$ cat src/rtl/serial_arith_pkg.sv
// Shared types and defaults for the bit-serial arithmetic blocks.
package serial_arith_pkg;

    typedef enum logic [1:0] {
        IDLE  = 2'd0,
        SHIFT = 2'd1,
        DONE  = 2'd2
    } state_t;

    localparam int DEFAULT_BIT_WIDTH = 8;

endpackage : serial_arith_pkg

$ cat src/rtl/full_adder.sv
// Single-bit full adder cell shared by the serial arithmetic units.
module full_adder (
    input  logic a,
    input  logic b,
    input  logic carry_in,
    output logic sum,
    output logic carry_out
);

    always_comb begin
        sum       = a ^ b ^ carry_in;
        carry_out = (a & b) | (a & carry_in) | (b & carry_in);
    end

endmodule : full_adder

$ cat src/rtl/serial_subtractor_nbit.sv
// Bit-serial subtractor: diff = a - b - borrow_in, LSB first, one full-adder cell.
// Subtraction is done as a + ~b + ~borrow_in; the final carry inverted is the borrow.
module serial_subtractor_nbit
    import serial_arith_pkg::*;
#(
    parameter int BIT_WIDTH = DEFAULT_BIT_WIDTH
) (
    input  logic                 clk,
    input  logic                 n_rst,
    input  logic                 start,
    input  logic [BIT_WIDTH-1:0] a,
    input  logic [BIT_WIDTH-1:0] b,
    input  logic                 borrow_in,
    output logic                 busy,
    output logic                 done,
    output logic [BIT_WIDTH-1:0] diff,
    output logic                 borrow_out
);

    localparam int CNT_W = $clog2(BIT_WIDTH);
    localparam logic [CNT_W-1:0] CNT_LAST = CNT_W'(BIT_WIDTH - 1);

    state_t               state_q, state_d;
    logic [BIT_WIDTH-1:0] a_sr_q, a_sr_d;
    logic [BIT_WIDTH-1:0] b_sr_q, b_sr_d;
    logic [BIT_WIDTH-1:0] res_q, res_d;
    logic [BIT_WIDTH-1:0] diff_q, diff_d;
    logic                 carry_q, carry_d;
    logic                 borrow_q, borrow_d;
    logic [CNT_W-1:0]     cnt_q, cnt_d;
    logic                 fa_sum, fa_cout;
    logic                 last_bit;

    full_adder u_fa (
        .a         (a_sr_q[0]),
        .b         (b_sr_q[0]),
        .carry_in  (carry_q),
        .sum       (fa_sum),
        .carry_out (fa_cout)
    );

    assign last_bit = (cnt_q == CNT_LAST);

    always_ff @(posedge clk) begin
        if (!n_rst) begin
            state_q  <= IDLE;
            a_sr_q   <= '0;
            b_sr_q   <= '0;
            res_q    <= '0;
            diff_q   <= '0;
            carry_q  <= 1'b0;
            borrow_q <= 1'b0;
            cnt_q    <= '0;
        end else begin
            state_q  <= state_d;
            a_sr_q   <= a_sr_d;
            b_sr_q   <= b_sr_d;
            res_q    <= res_d;
            diff_q   <= diff_d;
            carry_q  <= carry_d;
            borrow_q <= borrow_d;
            cnt_q    <= cnt_d;
        end
    end

    always_comb begin
        state_d = state_q;
        case (state_q)
            IDLE:    if (start) state_d = SHIFT;
            SHIFT:   if (last_bit) state_d = DONE;
            DONE:    state_d = IDLE;
            default: state_d = IDLE;
        endcase
    end

    always_comb begin
        busy = (state_q != IDLE);
        done = (state_q == DONE);
    end

    // Datapath: start is only honoured in IDLE, so a held start cannot retrigger.
    always_comb begin
        a_sr_d   = a_sr_q;
        b_sr_d   = b_sr_q;
        res_d    = res_q;
        diff_d   = diff_q;
        carry_d  = carry_q;
        borrow_d = borrow_q;
        cnt_d    = cnt_q;
        case (state_q)
            IDLE: begin
                if (start) begin
                    a_sr_d  = a;
                    b_sr_d  = ~b;
                    carry_d = ~borrow_in;
                    cnt_d   = '0;
                    res_d   = '0;
                end
            end
            SHIFT: begin
                res_d   = {fa_sum, res_q[BIT_WIDTH-1:1]};
                carry_d = fa_cout;
                a_sr_d  = a_sr_q >> 1;
                b_sr_d  = b_sr_q >> 1;
                if (last_bit) begin
                    diff_d   = {fa_sum, res_q[BIT_WIDTH-1:1]};
                    borrow_d = ~fa_cout;
                end else begin
                    cnt_d = cnt_q + CNT_W'(1);
                end
            end
            default: ;
        endcase
    end

    assign diff       = diff_q;
    assign borrow_out = borrow_q;

endmodule : serial_subtractor_nbit

$ cat config.mk
export PLATFORM = sky130hd
export DESIGN_NAME = serial_subtractor_nbit
export DESIGN_NICKNAME = d
export VERILOG_FILES = /design/src/rtl/serial_arith_pkg.sv /design/src/rtl/full_adder.sv /design/src/rtl/serial_subtractor_nbit.sv
export SDC_FILE = /design/constraint.sdc
export NUM_CORES = 1
export LEC_CHECK = 0
export CAP_MARGIN = 20
export CORE_MARGIN = 3
export CORE_UTILIZATION = 50
export CTS_CLUSTER_DIAMETER = 100
export DETAILED_ROUTE_END_ITERATION = 10
export GPL_TIMING_DRIVEN = 0
export MAX_ROUTING_LAYER = met4
export PLACE_DENSITY = 0.77
export SLEW_MARGIN = 5
export SYNTH_ARGS = -nofsm -noshare
export SYNTH_HDL_FRONTEND = slang
export SYNTH_HIERARCHICAL = 1
export SYNTH_SLANG_ARGS = --single-unit
$ cat constraint.sdc
create_clock -name clk -period 1.8 [get_ports clk]
set_input_delay 0.54 -clock clk [delete_from_list [all_inputs] [get_ports clk]]
set_output_delay 0.54 -clock clk [all_outputs]
set_load 0.05 [all_outputs]
==> flow_summary.ini <==
[run_status]
status = completed

[synthesis]
synth_area_um2 = 1610
synthFlopType = dfxtp_1
syn_nets = 208
synth_top_area_cell = dfxtp_1
ys_seq_area_frac = 0.471
synthArstFlopShare = 0
ys_warn_count = 6
netlist.area_leader.share = 0.471
synth_cell_types = 31
synthTopCellsByArea = dfxtp_1 47%, a21oi_1 6.2%, nor2_1 5.6%, nand2_1 4.9%, mux2i_1 4.3%
avgSynthCellArea_um2 = 8.72
synth_edf_count = 0
ys_seq_elements = 38
synthCells = 185

[clock_tree]
clkTransAtPathRegs_ns = 0.12
cts_buffers = 5
cts_tree = yes
clockBufferDepth = 2
clk_latency_ns = 0.35
clock-sinks = 38
root_buffer = clkbuf_4
ctsHoldBuffers = 0
htreeDepth = 2

[placement]
dpl.hpwl_mm = 2.74
port_buffers = 30
gp_congestion = 0.807

[floorplanning]
start_util = 0.552
die_area_um2 = 3950
rows = 19
pin_count = 31
core-area_um2 = 2920
die_x_um = 62.8
die_y_um = 62.8

[grt]
grt_usage = 0.210
grt_max_degree = 27
antenna_found_initial = 0
grt_pass1_vias = 1401
grt_first_pass_wirelength_mm = 6.36
grt-ovfl-total = 0

[pwr]
p_leak_nw = 0.784
p_per_area_nw_per_um2 = 792
vdd_drop_max_v = 0.000573
power_mw = 1.62

[drt]
drt_iter0_drc = 84
ant_nets = 0
drc = 0
wirelength_mm = 3.71
avgRoutedWirePerCell_um = 14.0
first_pass_iters = 4
via_per_inst = 5.37
vias = 1424

[cells_and_area]
mostFrequentLayoutCell = dfxtp_1
final_cell_mix = 36 x dfxtp_1, 24 x nor2_1, 21 x nand2_1
layout-drive-gt1-share = 0.157
nFillCells = 257
nets = 245
ff_latch_area_um2 = 766
syn_to_final_growth_pct = 26.8
n_antenna_cell = 0
multi_input_comb_area_um2 = 766

[sta]
finalHoldViolations = 0
rsz0062_at_grt = yes
timing.slew.headroom = 0.651
max_freq_mhz = 565
whs_ns = 0.459
setup_viol = 0
slew_viol_final = 0
clock_skew_ns = 0.0131
fin_crit_sh = 0.983
worst_pin_slew_ns = 0.523
layout_min_cycle_time_ns = 1.77

[critical_path]
arrival_ns = 1.23
crit_fanout = 10
reg2reg_depth = 5
r2r_setup_slack_ns = 0.23
rr_endpoint = borrow_out
endpoint_kind = output pin
worstPathRequired_ns = 1.26
start_kind = flip-flop
critical_path_class = flip-flop to output pin
worstReg2RegStart = cnt_q[1]

[hold_path]
hold-path-endpoint = b_sr_q[1]
holdCritPathClass = flip-flop to flip-flop
worstHoldStart = b_sr_q[1]
min_path_cells = 2

[flow_run]
maxCapViolCount = 0
[flip-flops by register name, summed over array words and instances (netlist names)]
signal,cells
cnt_q,3
res_q,7
state_q,2
b_sr_q,8
diff,8
borrow_out,1
carry_q,1
a_sr_q,8
[metal layers]
layer  wire length, um  GRT usage
met4                84     0.0799
met2              1830      0.348
met1              1560      0.235
met5                 0          -
met3               234     0.0701
[worst max path at each step]
stage	startpoint	end	slack [ns]
floorplan	state_q[0]	done	0.08
global placement	state_q[0]	busy	-0.53
detailed placement	state_q[0]	busy	-0.54
CTS	state_q[1]	busy	-0.03
global route	state_q[0]	busy	-0.02
finish	state_q[1]	busy	0.03
[worst max-delay path, stage by stage (launching register included)]
cell and delay [ns]:
dfxtp_2 0.35, buf_6 0.13, or2_4 0.25, buf_8 0.15
[per-stage QoR]
step                TNS [ns]  std cells   util  area, um2  setup WS [ns]
CTS                  -0.0346        263  0.691       2020        -0.0346
detailed placement     -4.92        257  0.674       1970         -0.545
global route         -0.0199        265  0.700       2050        -0.0199
floorplan                  0        185      -       1620         0.0844
global placement       -2.81        257  0.674       1970         -0.528
finish                     0        265  0.700       2050         0.0308
[logic make-up after synthesis]
group | after synthesis | synth area share
buffers and inverters | 16 | 0.0574
AND/OR/NAND/NOR | 71 | 0.212
AO/OA/AOI/OAI | 50 | 0.188
flip-flops | 38 | 0.471
multiplexers | 7 | 0.0434
adder cells (fa/ha/maj) | 3 | 0.0279
[cell usage after synthesis, drive strengths merged, types with 2 or more instances]
master	instances
a211oi	7
a21oi	20
a22oi	7
and2	9
buf	10
clkbuf	4
dfxtp	38
ha	2
mux2i	7
nand2	21
nand2b	2
nand3	8
nor2	24
o21ai	12
[power breakdown]
part	total (mW)	internal (mW)	switching [mW]	leakage, nW
clock network	0.471	0.188	0.284	0.0343
registers	0.900	0.878	0.0223	0.311
logic	0.249	0.126	0.123	0.438
total	1.62	1.19	0.429	0.784
[what timing repair did]
item | in CTS | in global routing
setup endpoints to repair | 11 | 10
buffers inserted | 0 | 1
pin swaps | 0 | 0
gates cloned | 0 | 1
resized for setup | 27 | 20
[layout make-up]
class / count / area share
Clock buffer: 6 / 0.0251
Tap cell: 42 / 0.0257
Buffer: 12 / 0.0428
Clock inverter: 2 / 0.00611
Inverter: 2 / 0.00367
Timing Repair Buffer: 32 / 0.149
Sequential cell: 38 / 0.374
Multi-Input combinational cell: 131 / 0.374
Power figures use the tool's default switching activity.
